$ cat config.mk
export PLATFORM = sky130hd
export DESIGN_NAME = serial_parity_transmitter
export DESIGN_NICKNAME = d
export VERILOG_FILES = /design/src/rtl/serial_parity_pkg.sv /design/src/rtl/piso_shifter.sv /design/src/rtl/serial_parity_transmitter.sv
export SDC_FILE = /design/constraint.sdc
export NUM_CORES = 1
export LEC_CHECK = 0
export CORE_UTILIZATION = 35
export DETAILED_ROUTE_END_ITERATION = 7
export GPL_TIMING_DRIVEN = 0
export PLACE_DENSITY = 0.56
export SLEW_MARGIN = 20
export SYNTH_ARGS = -nofsm -noshare
export SYNTH_HDL_FRONTEND = slang
export SYNTH_SLANG_ARGS = --single-unit
$ cat constraint.sdc
create_clock -name clk -period 1.4 [get_ports clk]
set_input_delay 0.21 -clock clk [delete_from_list [all_inputs] [get_ports clk]]
set_output_delay 0.21 -clock clk [all_outputs]
set_load 0.01 [all_outputs]
$ cat src/rtl/serial_parity_pkg.sv
// Items shared by the serial parity transmitter and detector: FSM states,
// parity-mode constants and the parity helper.
package serial_parity_pkg;

    typedef enum logic [1:0] {
        StIdle   = 2'b00,
        StData   = 2'b01,
        StParity = 2'b10
    } state_e;

    localparam int unsigned PARITY_EVEN = 0;
    localparam int unsigned PARITY_ODD  = 1;

    // Widest word the parity helper handles; narrower words are zero-extended,
    // which leaves the XOR reduction unchanged.
    localparam int unsigned MaxDataW = 64;

    // Parity bit that makes (data ones + parity bit) even (odd = 0) or odd (odd = 1).
    function automatic logic parity_bit(input logic [MaxDataW-1:0] data, input logic odd);
        return (^data) ^ odd;
    endfunction

endpackage

$ cat src/rtl/piso_shifter.sv
// Parallel-load, shift-right register. Load has priority over shift; the LSB
// is the bit that leaves the register next.
module piso_shifter #(
    parameter int unsigned DATA_W = 8
) (
    input  logic              clk,
    input  logic              rst,
    input  logic              load_i,
    input  logic              shift_i,
    input  logic [DATA_W-1:0] data_i,
    output logic              lsb_o
);

    logic [DATA_W-1:0] q;

    always_ff @(posedge clk or posedge rst) begin
        if (rst) begin
            q <= '0;
        end else if (load_i) begin
            q <= data_i;
        end else if (shift_i) begin
            q <= {1'b0, q[DATA_W-1:1]};
        end
    end

    assign lsb_o = q[0];

endmodule

$ cat src/rtl/serial_parity_transmitter.sv
// Parallel-to-serial transmitter: shifts a word out LSB-first and appends one
// parity bit per frame. Accepting during the parity cycle gives a gapless stream.
module serial_parity_transmitter #(
    parameter int unsigned DATA_W     = 8,
    parameter int unsigned PARITY_ODD = 0
) (
    input  logic              clk,
    input  logic              rst,
    input  logic [DATA_W-1:0] data_in,
    input  logic              valid,
    output logic              ready,
    output logic              x,
    output logic              x_valid,
    output logic              done
);
    import serial_parity_pkg::*;

    localparam int unsigned    CntW    = $clog2(DATA_W);
    localparam logic [CntW-1:0] LastBit = CntW'(DATA_W - 1);
    localparam logic           OddMode = (PARITY_ODD != PARITY_EVEN);

    state_e          state_q;
    logic [CntW-1:0] cnt_q;
    logic            parity_q;
    logic            x_q;
    logic            x_valid_q;
    logic            done_q;

    logic            accept;
    logic            last_bit;
    logic            new_parity;
    logic            next_bit;

    assign ready      = (state_q == StIdle) || (state_q == StParity);
    assign accept     = valid && ready;
    assign last_bit   = (cnt_q == LastBit);
    assign new_parity = parity_bit(MaxDataW'(data_in), OddMode);

    // Bit 0 goes straight to the output register on accept, so the shifter only
    // holds bits 1..DATA_W-1 and its LSB is always the next bit to send.
    piso_shifter #(
        .DATA_W (DATA_W)
    ) u_shifter (
        .clk     (clk),
        .rst     (rst),
        .load_i  (accept),
        .shift_i (state_q == StData),
        .data_i  ({1'b0, data_in[DATA_W-1:1]}),
        .lsb_o   (next_bit)
    );

    always_ff @(posedge clk or posedge rst) begin
        if (rst) begin
            state_q   <= StIdle;
            cnt_q     <= '0;
            parity_q  <= 1'b0;
            x_q       <= 1'b0;
            x_valid_q <= 1'b0;
            done_q    <= 1'b0;
        end else begin
            case (state_q)
                StIdle, StParity: begin
                    if (accept) begin
                        state_q   <= StData;
                        cnt_q     <= '0;
                        parity_q  <= new_parity;
                        x_q       <= data_in[0];
                        x_valid_q <= 1'b1;
                        done_q    <= 1'b0;
                    end else begin
                        state_q   <= StIdle;
                        x_q       <= 1'b0;
                        x_valid_q <= 1'b0;
                        done_q    <= 1'b0;
                    end
                end
                StData: begin
                    x_valid_q <= 1'b1;
                    if (last_bit) begin
                        state_q <= StParity;
                        x_q     <= parity_q;
                        done_q  <= 1'b1;
                    end else begin
                        cnt_q  <= cnt_q + 1'b1;
                        x_q    <= next_bit;
                        done_q <= 1'b0;
                    end
                end
                default: begin
                    state_q   <= StIdle;
                    cnt_q     <= '0;
                    x_q       <= 1'b0;
                    x_valid_q <= 1'b0;
                    done_q    <= 1'b0;
                end
            endcase
        end
    end

    assign x       = x_q;
    assign x_valid = x_valid_q;
    assign done    = done_q;

endmodule

==> run summary <==
The worst setup path is captured at an output port. The cell leakage power came out at 0.477 nW. The worst-margin pin slew is 0.634 ns. The area share of the largest cell type after synthesis came out at 48.3%.

The clock input transition at the sequential cells of the worst setup and hold paths is 0.10 ns. The worst path needs 1.35 ns of the cycle, external delays included. For this design the top-level I/O count stands at 15. The master of the slowest instance on the critical path is sky130_fd_sc_hd__dfrtp_1. The filler-free cell count of the finished design is 121. The final instance area came out at 1050 um2. The total nets after synthesis came out at 87. Setup violations remaining at the end of the flow were counted as 0. The die height came out at 50.6 um.

The die area came out at 2560 um2. For this run, the number of Yosys warnings is 0. Measured along the x axis, the die boundary spans 50.6 um.

The number of violations reported at the end of detailed-routing iteration 0 came out at 9. The share of the yosys chip area belonging to registers came out at 48.3%. The max-slew violation count came out at 0. The number of clock sinks is 16.

The synthesized design spends more area on one cell type than any other, namely sky130_fd_sc_hd__dfrtp_1. The total of buffers placed on input and output ports is 13. The worst min-delay path category is in -> async.

The proportion of layout cells with a drive suffix above 1 is 18.3%. The remaining antenna violation count after routing is 0. The detailed-route vias per instance came out at 4.74. The starting utilization of the core area is 37.4%. The count of maximum capacitance violations is 0.

Entering global routing, the biggest net connects 17 pins. The number of failing hold endpoints at the final stage came out at 0. The stage delay of the slowest cell on the critical path is 0.40 ns. The achievable clock frequency came out at 0.743 GHz. The wire-length estimate of the detail-placed layout is 1.10 mm. TritonCTS built the clock tree. The clock passes through at most 2 buffers. The number of nets in the layout is 107. The critical path data arrival time is 1.14 ns. The number of buffers added by the clock tree synthesis step is 3. The via count of the first global-routing pass came to 571.

Wires add up to 1.57 mm. After detailed routing, the average wire length per cell comes to 13.0 um. The number of placed instances with taps included came out at 115.

The power density over cell area is 1890 nW/um2. In the synthesized netlist the async set-or-reset flop fraction comes to 100%. The worst-case vdd ir drop is 0.000758 V. The storage element area is 400 um2. The number of search-and-repair iterations in the first detailed-routing pass is 4. STA classifies the critical path startpoint as a flop. The number of design rule violations left after detail routing is 0. The maximum level of the CTS H-tree came out at 1. The count of distinct cell types in the synthesized netlist came out at 24.

Yosys attributes the largest share of cell area to sky130_fd_sc_hd__dfrtp_1 (48%), sky130_fd_sc_hd__xnor2_1 (7.4%), sky130_fd_sc_hd__mux2i_1 (6.0%). The required time at the endpoint of the critical path came out at 1.19 ns. In this run the clock root is driven by a sky130_fd_sc_hd__clkbuf_4.

In this run the cell area measured after placement is 993 um2. The buffering stage count on the worst path with inverters included came out at 3. The last weighted congestion value of the routability-driven placer is 0.689. At the later pin of the worst-skew pair, clock insertion delay measures 0.29 ns. The total number of placement rows came out at 17.

The worst slew margin relative to its limit is 57.7%. The number of buffers inserted for hold repair after clock tree synthesis is 0. The synthesized area per cell came out at 11.2 um2. The run finished with clean final reports.

The maximum fanout encountered on the critical timing path is 10. The final-layout worst hold slack is 0.288 ns. The number of antenna diodes in the final layout is 0. The area taken by multi-input logic gates came out at 362 um2.

The post-route fraction of the period consumed by the critical path is 96.2%. The total number of vias came out at 574. In this run the standard cell core region covers 2210 um2. The synthesis-to-layout area growth came out at 27.2%. Setup repair after global routing left no endpoint under its margin.

The most instantiated flip-flop cell in the synthesis netlist is sky130_fd_sc_hd__dfrtp_1. The number of antenna violations at the first check in global routing is 0. The synthesized design contains 16 register bits. The all-layer global routing usage is 14.3%. The layout filler cell count came out at 208.

The kind of cell with the highest combined delay along the critical path is buffers and inverters. The setup path with the least slack is of type reg -> out. The first-pass GRT wire length is 2.63 mm.

The signal on the critical path passes through buf_6, inv_1, dlygate4sd2_1. Summing every instance area after synthesis gives 828 um2. The remaining global-route overflow is 0. The cell count after synthesis came out at 74. The clock arrives with 0.00230 ns of skew. The count of flip-flops with a built-in enable after synthesis is 0.
logic make-up (layout without fill, tap and decap cells):
logic type / Yosys count / in the layout / synth area share (%)
xor+xnor: 7 / 7 / 7.40
flops: 16 / 16 / 48.3
mux: 6 / 6 / 7.85
compound gates: 17 / 17 / 14.7
buf+inv: 10 / 29 / 8.31
fa+ha+maj: 2 / 2 / 3.02
simple gates: 16 / 16 / 10.4
cell type report:
cell class	instances	area share (%)
Buffer	5	4.75
Clock buffer	4	3.44
Inverter	5	1.78
Multi-Input combinational cell	48	34.3
Sequential cell	16	38.0
Tap cell	28	3.33
Timing Repair Buffer	15	14.4
repair_timing:
| item | CTS | global route |
|---|---|---|
| setup buffers | 1 | 1 |
| gates cloned | 0 | 0 |
| resized for setup | 3 | 3 |
| setup endpoints to repair | 4 | 4 |
final timing paths:
| check | to | slack [ns] | from | depth (start not counted) |
|---|---|---|---|---|
| hold / removal | u_shifter.q[0] | 0.29 | rst | 2 |
| setup / recovery | ready | 0.05 | state_q[0] | 3 |
| setup reg to reg | cnt_q[0] | 0.05 | cnt_q[0] | 5 |
| hold reg to reg | parity_q | 0.51 | parity_q | 2 |
| max in group asynchronous | cnt_q[0] | 0.71 | rst | 2 |
| min in group clk | u_shifter.q[3] | 0.30 | valid | 3 |
cell usage after synthesis (all sizes together) (2+ instances only):
cell    count
nor2        7
a21oi       4
xnor2       7
a22o        2
buf         5
mux2i       5
inv         5
nand2       2
nor2b       4
a211oi      4
dfrtp      16
nand2b      2
o22ai       4
o21ai       3
ha          2
sequential cells by signal, summed over array words and instances, names as in the netlist:
register     count
state_q          2
x                1
parity_q         1
done             1
cnt_q            3
u_shifter.q      7
x_valid          1
power breakdown:
| part | switching [W] | leakage (nW) | internal, W |
|---|---|---|---|
| Combinational | 0.000406 | 0.262 | 0.000493 |
| Clock | 0.000160 | 0.0210 | 0.000158 |
| Sequential | 0.000110 | 0.194 | 0.000663 |
| Total | 0.000677 | 0.477 | 0.00131 |
cells in the final DEF (no fill, tap or decap), types with 2 or more instances in the layout:
cell / instances
sky130_fd_sc_hd__buf_4: 3
sky130_fd_sc_hd__dlymetal6s2s_1: 3
sky130_fd_sc_hd__a211oi_1: 4
sky130_fd_sc_hd__mux2i_1: 5
sky130_fd_sc_hd__clkdlybuf4s50_1: 9
sky130_fd_sc_hd__o22ai_1: 3
sky130_fd_sc_hd__nor2b_1: 4
sky130_fd_sc_hd__a22o_1: 2
sky130_fd_sc_hd__nor2_1: 6
sky130_fd_sc_hd__nand2_1: 2
sky130_fd_sc_hd__buf_6: 2
sky130_fd_sc_hd__a21oi_1: 4
sky130_fd_sc_hd__dfrtp_1: 16
sky130_fd_sc_hd__xnor2_1: 7
sky130_fd_sc_hd__inv_1: 4
sky130_fd_sc_hd__o21ai_0: 2
sky130_fd_sc_hd__clkbuf_4: 3
through the flow:
step | TNS [ns] | power (W) | setup slack, ns | utilization (%)
after global placement | -0.0847 | 0.00163 | -0.0402 | 44.9
final | 0 | 0.00199 | 0.0535 | 47.6
after floorplan | 0 | 0.00141 | 0.0226 | -
after CTS | 0 | 0.00200 | 0.0183 | 46.9
after global routing | 0 | 0.00213 | 0.00160 | 47.6
after detailed placement | -0.148 | 0.00167 | -0.0691 | 44.9
metal layers:
metal | global-route usage (%) | vias to the layer above | part of all wire, %
li1 | - | 288 | -
met1 | 19.4 | 275 | 50
met2 | 20.7 | 7 | 45
met3 | 3.33 | 4 | 2.9
met4 | 8.33 | 0 | 2.0
met5 | 0 | - | 0
Note: power is estimated with default switching activity, not from simulation.
